File: src/rtl/simon_pkt_rx.sv
// Byte-serial packet assembler feeding SIMON_dataIN: gathers N/2+2 bytes into an
// assembly buffer and double-buffers them onto `in`, dropping stalled partial packets.
module simon_pkt_rx #(
    parameter int N  = 16,
    parameter int M  = 4,
    parameter int TO = 255
) (
    input  logic                 clk,
    input  logic                 R,
    input  logic [7:0]           byteIN,
    input  logic                 byteValid,
    output logic                 byteReady,
    output logic [N/2+1:0][7:0]  in,
    output logic                 newIN,
    input  logic                 loadPkt,
    output logic                 rxErr
);

    localparam int P  = N / 2 + 2;
    localparam int CW = $clog2(P + 1);

    // Reject parameter sets the counters cannot represent; M only mirrors SIMON_dataIN.
    if (N < 2 || M < 1 || TO < 1 || TO > 65535) begin : g_bad_params
        $error("simon_pkt_rx: illegal parameters");
    end

    typedef enum logic [1:0] {
        IDLE     = 2'd0,
        ASSEMBLE = 2'd1,
        FULL     = 2'd2
    } state_e;

    state_e                 state_q;
    logic [CW-1:0]          cnt_q;
    logic [15:0]            tcnt_q;
    logic [P-1:0][7:0]      abuf_q;
    logic [P-1:0][7:0]      in_q;
    logic                   new_q;
    logic                   err_q;

    logic                   accept_s;
    logic [CW-1:0]          widx_s;

    assign byteReady = (state_q != FULL);
    assign accept_s  = byteValid && byteReady;
    // First byte lands in the top slot so in[P-1] is the info byte.
    assign widx_s    = CW'(P - 1) - cnt_q;

    assign in    = in_q;
    assign newIN = new_q;
    assign rxErr = err_q;

    // Assembly FSM, inter-byte timeout and output hold register.
    always_ff @(posedge clk or posedge R) begin
        if (R) begin
            state_q <= IDLE;
            cnt_q   <= '0;
            tcnt_q  <= 16'd0;
            abuf_q  <= '0;
            in_q    <= '0;
            new_q   <= 1'b0;
            err_q   <= 1'b0;
        end else begin
            err_q <= 1'b0;
            if (new_q && loadPkt) begin
                new_q <= 1'b0;
            end else begin
                new_q <= new_q;
            end

            case (state_q)
                IDLE: begin
                    tcnt_q <= 16'd0;
                    if (accept_s) begin
                        abuf_q[widx_s] <= byteIN;
                        cnt_q          <= CW'(1);
                        state_q        <= ASSEMBLE;
                    end else begin
                        cnt_q   <= '0;
                        state_q <= IDLE;
                    end
                end
                ASSEMBLE: begin
                    if (accept_s) begin
                        abuf_q[widx_s] <= byteIN;
                        tcnt_q         <= 16'd0;
                        if (cnt_q == CW'(P - 1)) begin
                            cnt_q   <= '0;
                            state_q <= FULL;
                        end else begin
                            cnt_q   <= cnt_q + CW'(1);
                            state_q <= ASSEMBLE;
                        end
                    end else if (tcnt_q == 16'(TO - 1)) begin
                        cnt_q   <= '0;
                        tcnt_q  <= 16'd0;
                        err_q   <= 1'b1;
                        state_q <= IDLE;
                    end else begin
                        tcnt_q  <= tcnt_q + 16'd1;
                        state_q <= ASSEMBLE;
                    end
                end
                FULL: begin
                    tcnt_q <= 16'd0;
                    // Registered newIN gates the hand-over, guaranteeing a low cycle between packets.
                    if (!new_q) begin
                        in_q    <= abuf_q;
                        new_q   <= 1'b1;
                        state_q <= IDLE;
                    end else begin
                        state_q <= FULL;
                    end
                end
                default: begin
                    cnt_q   <= '0;
                    tcnt_q  <= 16'd0;
                    state_q <= IDLE;
                end
            endcase
        end
    end

endmodule

File: config.mk
export PLATFORM = sky130hd
export DESIGN_NAME = simon_pkt_rx
export DESIGN_NICKNAME = d
export VERILOG_FILES = /design/src/rtl/simon_pkt_rx.sv
export SDC_FILE = /design/constraint.sdc
export NUM_CORES = 1
export LEC_CHECK = 0
export ABC_AREA = 1
export CORE_MARGIN = 4
export CORE_UTILIZATION = 55
export DETAILED_ROUTE_END_ITERATION = 8
export PLACE_DENSITY = 0.79
export SLEW_MARGIN = 0
export SYNTH_ARGS = -nofsm -noshare
export SYNTH_HDL_FRONTEND = slang
export SYNTH_SLANG_ARGS = --single-unit
File: constraint.sdc
create_clock -name clk -period 8.7 [get_ports clk]
set_input_delay 1.74 -clock clk [delete_from_list [all_inputs] [get_ports clk]]
set_output_delay 1.74 -clock clk [all_outputs]
set_load 0.01 [all_outputs]
Yosys cells after proc, flatten, opt, wreduce, memory -nomap -nowiden
Cells that the tools add are included.
{"block": "totals", "regBits": 184, "inputBits": 12, "out_inout_bits": 83, "elab_cells": 69}
{"block": "classes", "addsub": 3, "n_lt_le_gt_ge": 2, "eq_ne": 6, "mux": 23, "bitwise": 2, "n_reduce_logical": 8}
{"cell": "bitwise mux 80 bit", "n": 1}
{"cell": "2-to-1 mux 16 bit", "n": 3}
{"cell": "demux 8 bit (select 4 bit)", "n": 1}
{"cell": "adder 16 x 1 -> 16 bit (second input constant)", "n": 1}
{"cell": "equality test 16 x 8 -> 1 bit (second input constant)", "n": 1}
{"cell": "2-to-1 mux 4 bit", "n": 3}
{"cell": "one-hot mux 4 bit (3 select lines)", "n": 1}
{"cell": "2-to-1 mux 1 bit", "n": 9}
{"cell": "2-to-1 mux 8 bit", "n": 1}
{"cell": "2-to-1 mux 2 bit", "n": 3}
{"cell": "one-hot mux 2 bit (3 select lines)", "n": 1}
{"cell": "AND reduction 2 bit", "n": 3}
{"cell": "less-than comparator 4 x 5 -> 1 bit (second input constant)", "n": 1}
{"cell": "adder 4 x 1 -> 4 bit (second input constant)", "n": 1}
{"cell": "equality test 4 bit (second input constant)", "n": 1}
{"cell": "greater-or-equal comparator 4 x 1 -> 1 bit (second input constant)", "n": 1}
{"cell": "subtractor 4 bit (first input constant)", "n": 1}
{"cell": "logical AND 1 bit", "n": 3}
{"cell": "!= test 3 bit (second input constant)", "n": 1}
{"cell": "equality test 2 x 1 -> 1 bit (second input constant)", "n": 1}
{"cell": "equality test 2 bit (second input constant)", "n": 1}
{"cell": "zero test 2 bit", "n": 1}
{"cell": "!= test 2 bit (second input constant)", "n": 1}
{"cell": "inverter 1 bit", "n": 2}
{"cell": "OR reduction 2 bit", "n": 1}

Depth between registers and ports, before layout
Gate-level depths: netlist (run 1).
{"block": "depth", "word_depth": 6, "ltp_mapped": 11, "mapped_depth_nobuf": 11}

Worst setup path before layout (run 1)
OpenSTA, ideal clock, no wires.
{"block": "synth_path", "kind": "input port to flip-flop", "start": "input port byteValid", "end": "register abuf_q[34] (netlist name)", "setup_time_ns": 0.126, "t_arrival_ns": 2.471, "t_required_ns": 8.574, "setup_slack_ns": 6.103, "path_stages": 6, "path_buffers": 1, "path_cell_list": "nand2_2 nor2_4 nand2_2 nor2_4 buf_6 o21ai_0"}
{"block": "synth_via", "elab_chain_len": 2}
{"item": "start: declaration", "line": "11", "rtl": "input logic byteValid,"}
{"item": "logical AND 1 bit", "line": "45", "rtl": "assign accept_s = byteValid && byteReady;"}
{"item": "AND reduction 2 bit (no source line)"}
{"item": "end signal: indexed assignment", "line": "75", "rtl": "abuf_q[widx_s] <= byteIN;"}
{"item": "end signal: indexed assignment", "line": "85", "rtl": "abuf_q[widx_s] <= byteIN;"}
{"item": "end: declaration", "line": "36", "rtl": "logic [P-1:0][7:0] abuf_q;"}
No other way between the ends.
A chain may end at the register's enable or synchronous reset.

Final worst setup path (run 1)
{"block": "layout_path", "start": "register state_q[1]", "end": "output port byteReady"}
{"block": "layout_via", "elab_chain_len": 1}
{"item": "start: declaration", "line": "33", "rtl": "state_e state_q;"}
{"item": "start signal: assignment", "line": "56", "rtl": "state_q <= IDLE;"}
{"item": "start signal: assignment", "line": "77", "rtl": "state_q <= ASSEMBLE;"}
{"item": "start signal: assignment", "line": "80", "rtl": "state_q <= IDLE;"}
{"item": "!= test 2 bit", "line": "44", "rtl": "assign byteReady = (state_q != FULL);"}
{"item": "end: declaration", "line": "12", "rtl": "output logic byteReady,"}
No other way between the ends.

==> results of run 1 <==
[power by group]
part | total (mW) | internal (mW) | switching (mW)
clock | 0.839 | 0.523 | 0.316
sequential | 1.23 | 1.11 | 0.118
combinational | 0.636 | 0.262 | 0.374
[layer usage]
metal	share of wire	up-vias	GRT usage
met5	0	-	0
met4	0.020	0	0.0780
met3	0.050	28	0.0429
met2	0.51	153	0.356
met1	0.42	2626	0.267
li1	-	2546	-
[state kept, by name (all words and copies together), names as in the netlist]
register,cells
rxErr,1
in,80
cnt_q,4
tcnt_q,16
newIN,1
state_q,2
abuf_q,80
[final cells by class]
class / count / area, um2
inverters: 94 / 358
multi-input cells: 448 / 2270
repair buffers: 96 / 956
clock inverters: 12 / 199
well taps: 176 / 220
clock buffers: 19 / 453
flip-flops and latches: 184 / 4600
fillers: 1005 / 4180
[stage by stage]
| stage | instances | setup slack (ns) |
|---|---|---|
| finish | 1029 | 5.35 |
| global route | 1029 | 5.02 |
| CTS | 1029 | 5.27 |
| detailed placement | 998 | 4.80 |
| global placement | 998 | 4.85 |
| floorplan | 760 | 1.96 |
[cell families (layout without fill, tap and decap cells)]
group	after synthesis	count (layout)	share of synthesized area
and+or+nand+nor	260	260	0.148
adders and majority gates	8	8	0.0134
xor gates and xnor gates	10	10	0.0118
muxes	16	16	0.0242
DFF	184	184	0.618
buffers and inverters	128	221	0.0781
AOI/OAI and AO/OA	154	154	0.107
[worst paths after layout]
check                      slack (ns)                  from  depth (start not counted)                endpoint
min in group asynchronous        1.94                     R                          2      in[76]$_DFFE_PP0P_
setup reg to reg                 6.58  state_q[1]$_DFF_PP0_                          4      in[37]$_DFFE_PP0P_
max in group asynchronous        5.36                     R                          3  abuf_q[55]$_DFFE_PP0P_
hold reg to reg                  0.48    in[28]$_DFFE_PP0P_                          2      in[28]$_DFFE_PP0P_
setup / recovery                 5.35  state_q[1]$_DFF_PP0_                          2               byteReady
hold / removal                   0.48    in[28]$_DFFE_PP0P_                          2      in[28]$_DFFE_PP0P_
[cells in the final DEF (no fill, tap or decap), types with 3 or more instances in the layout]
| master | Yosys | layout |
|---|---|---|
| nor2_1 | 38 | 38 |
| clkbuf_16 | 0 | 17 |
| clkdlybuf4s50_1 | 0 | 94 |
| nor3_1 | 3 | 3 |
| bufinv_16 | 0 | 5 |
| nand3_1 | 8 | 8 |
| nor2_4 | 9 | 9 |
| o21ai_0 | 141 | 141 |
| xor2_1 | 5 | 5 |
| o21ai_2 | 4 | 4 |
| dfrtp_1 | 184 | 184 |
| clkinv_2 | 0 | 3 |
| o21ai_1 | 4 | 4 |
| xnor2_1 | 5 | 5 |
| clkinv_4 | 0 | 3 |
| ha_1 | 8 | 8 |
| nand2_2 | 8 | 8 |
| inv_1 | 94 | 93 |
| nand2_1 | 188 | 188 |
| mux2_2 | 16 | 16 |
[critical path, delay by kind of cell (launching register included)]
family                 cells  cell delay (ns)
buffers and inverters      1             0.56
DFF                        1             0.46
and+or+nand+nor            1             0.17
==> impl_results.md, run 1 <==
- Pleak: 4.32 nW
- Full die area: 15500 um2
- TritonCTS Buffers: 17
- Cell taking the most area after synthesis: dfrtp_1
- Critical path type: reg -> out
- CTS H-tree lvls: 4
- Post-route core utilization: 0.685
- CTS tree: built
- Worst skew pair latency: 0.43 ns
- I/O pin count: 95
- Post-synth EDFFs: 0
- RSZ-0062 raised after global routing: false
- PD cells: 299 nW/um2
- # DRC: 0
- Ratio of cells with drive above 1 in the final layout: 0.0868
- Maximum vdd drop: 0.161 mV
- Die X: 124 um
- Area Growth Syn to Fin: 21.6%
- Setup Fix Bufs, Post-CTS: 0
- DRT iter0 DRCs: 491
- All-Layer GR Usage: 0.210
- Largest net degree at the start of global routing: 119
- CTS Sinks: 184
- Crit share post-route: 0.386
- Die height: 124 um
- Net Count, Synth: 780
- Final min period: 3.35 ns
- MaxCap Viol Count: 0
- CP startpoint kind: flop
- Crit-path cells: nand2_2 > clkdlybuf4s50_1
- Count of final setup violators: 0
- Global-route wire length before repair: 26000 um
- Synthesized cell area: 7450 um2
- Synth area leaders: dfrtp_1, o21ai_0, nand2_1, inv_1, mux2_2
- Placer Congestion: 0.900
- Main synth FF type: dfrtp_1
- Slowest stage delay, CP: 0.56 ns
- FP Rows: 42
- Initial antenna violation count: 0
- Fin. Hold Viols: 0
- Post-DP Area: 8410 um2
- Overflow after GRT: 0
- Initial Util: 0.563
- Top-count cell post-synth: nand2_1
- Vias in the first global route: 5186
- Class of the worst hold path: reg -> reg
- Worst EP required: 6.96 ns
- IO buf count: 94
- Pwr Total: 2.71 mW
- Root Buffer: clkbuf_16
- Synth cell count leaders: nand2_1, dfrtp_1, o21ai_0
- Via density: 5.20
- Worst Path Arrival: 1.61 ns
- Synthesized instance count: 760
- Clock transition at the registers of the reported paths: 0.06 ns
- Fmax: 298 MHz
- Post-synth top area share: 0.618
- Syn avg cell area: 9.81 um2
- Sequential area share after synthesis: 0.618
- Async set-reset flop share out of synthesis: 1.00
- Cts hold-fix bufs: 0
- Measured slew at the worst slew-check pin: 1.01 ns
- Status: finished, final reports clean
- Final nets: 861
- Worst Skew: 0.00650 ns
- Wire per inst: 15.4 um
- Slew headroom: 0.328
- CTS max path bufs: 2
- Antenna viol nets, final: 0
- Worst-path fanout max: 4
- Yosys reg bits: 184
- Yosys cell types: 26
- Diodes inserted: 0
- Detailed Route WL: 15800 um
- # resized after CTS: 0
- Fin. max-slew vios: 0
- Core area: 13200 um2
- Post-route cell area: 9060 um2
- Crit. End Element: primary output
- Hold WS: 0.483 ns
- Via Count: 5353
- Final TNS setup: 0 ns
- Syn. warnings: 0
- Crit-path slowest cell: clkdlybuf4s50_1
- Dpl hpwl: 10200 um
- Drt pass-1 iters: 5
(Power assumes the default switching activity.)
==> run 2: changes to the inputs <==
- clock period: 8.7 -> 3.2 ns (I/O delays scaled with it)
==> run 2 against run 1 <==
Cell count up 0.29%. Die area unchanged. Critical path depth unchanged. Utilization down 0.19 points. Critical endpoint unchanged. Highest routed layer unchanged.
==> impl_results.md, run 2 (synthesis results as in run 1) <==
- Status: finished, final reports clean
- CTS Sinks: 184
- CP startpoint kind: flop
- MaxCap Viol Count: 0
- Largest net degree at the start of global routing: 136
- Area Growth Syn to Fin: 21.3%
- Commonest non-fill, non-tap cells in the layout: nand2_1, dfrtp_1, o21ai_0
- Die X: 124 um
- Wire per inst: 15.4 um
- Fin. Hold Viols: 0
- Worst skew pair latency: 0.43 ns
- Vias in the first global route: 5451
- IO buf count: 94
- Worst-path fanout max: 4
- DRT iter0 DRCs: 472
- Clock transition at the registers of the reported paths: 0.06 ns
- FP Rows: 42
- I/O pin count: 95
- Final min period: 2.24 ns
- Drt pass-1 iters: 6
- Crit. End Element: primary output
- # DRC: 0
- Antenna viol nets, final: 0
- Placer Congestion: 0.809
- Root Buffer: clkbuf_16
- Initial antenna violation count: 0
- Count of final setup violators: 0
- Overflow after GRT: 0
- Critical path type: reg -> out
- CTS tree: built
- All-Layer GR Usage: 0.216
- # resized after CTS: 0
- TritonCTS Buffers: 17
- Global-route wire length before repair: 27000 um
- Commonest non-fill, non-tap cell in the layout: nand2_1
- Crit share post-route: 0.700
- Setup Fix Bufs, Post-CTS: 0
- Number of fill cells in the layout: 992
- PD cells: 798 nW/um2
- Placed cells: 1000
- Ratio of cells with drive above 1 in the final layout: 0.0876
- Cts hold-fix bufs: 0
- Via density: 5.21
- Detailed Route WL: 15900 um
- Worst Path Arrival: 1.60 ns
- Via Count: 5380
- Pleak: 4.31 nW
- Final nets: 863
- Full die area: 15500 um2
- Dpl hpwl: 10600 um
- Fin. max-slew vios: 0
- Final non-filler cell total: 1032
- RSZ-0062 raised after global routing: false
- Final TNS setup: 0 ns
- Measured slew at the worst slew-check pin: 1.17 ns
- Fmax: 446 MHz
- Worst Skew: 0.00811 ns
- CTS max path bufs: 2
- Worst EP required: 2.56 ns
- Maximum vdd drop: 0.421 mV
- CTS H-tree lvls: 4
- Core area: 13200 um2
- Diodes inserted: 0
- Initial Util: 0.563
- Class of the worst hold path: reg -> reg
- Die height: 124 um
- Slew headroom: 0.223
## run 2: cell types whose count changed in the layout (fill, tap and decap cells not counted), moves of 2 or more
cell / change
clkbuf_8: +2
bufinv_16: -3
clkbuf_1: +2
inv_6: +2
clkinv_4: -2
## run 2: power breakdown
part	internal [mW]	total [mW]	switching, mW
combinational	0.715	1.76	1.04
clock	1.24	2.11	0.869
sequential	3.03	3.35	0.322
total	4.98	7.22	2.23
## run 2: final timing paths
path	start	end	slack [ns]	depth (start not counted)
worst min register to register	in[22]$_DFFE_PP0P_	in[22]$_DFFE_PP0P_	0.49	2
worst max register to register	state_q[1]$_DFF_PP0_	in[74]$_DFFE_PP0P_	1.10	3
min in group asynchronous	R	abuf_q[70]$_DFFE_PP0P_	0.72	3
max in group asynchronous	R	abuf_q[42]$_DFFE_PP0P_	1.97	3
worst max-delay path	state_q[1]$_DFF_PP0_	byteReady	0.96	2
worst min-delay path	in[22]$_DFFE_PP0P_	in[22]$_DFFE_PP0P_	0.49	2
## run 2: routing by layer
layer	share of wire	wire, um	up-vias	global-route usage
met1	0.42	6720	2657	0.274
met5	0	0	-	0
met3	0.044	693	28	0.0390
li1	-	-	2544	-
met2	0.52	8220	151	0.371
met4	0.018	289	0	0.0812
## run 2: layout make-up
class | instances | area (um2) | share of cell area
clock buffers | 23 | 488 | 0.0540
clock inverters | 9 | 113 | 0.0125
inverters | 94 | 357 | 0.0394
flip-flops and latches | 184 | 4600 | 0.509
multi-input cells | 448 | 2270 | 0.252
well taps | 176 | 220 | 0.0244
repair buffers | 98 | 983 | 0.109
## run 2: through the flow
step	util	power [mW]	hold slack (ns)	cell area, um2	setup WS [ns]
after floorplan	-	4.45	0.449	7460	0.195
after global placement	0.637	4.99	0.463	8440	1.02
after detailed placement	0.637	5.12	0.472	8440	0.957
after CTS	0.683	7.26	0.488	9040	0.948
after global routing	0.683	7.68	0.510	9040	0.915
final	0.683	7.22	0.486	9040	0.959
## run 2: critical path: stages (launching register included)
cell and delay [ns]:
dfrtp_1 0.46, nand2_2 0.16, clkdlybuf4s50_1 0.55
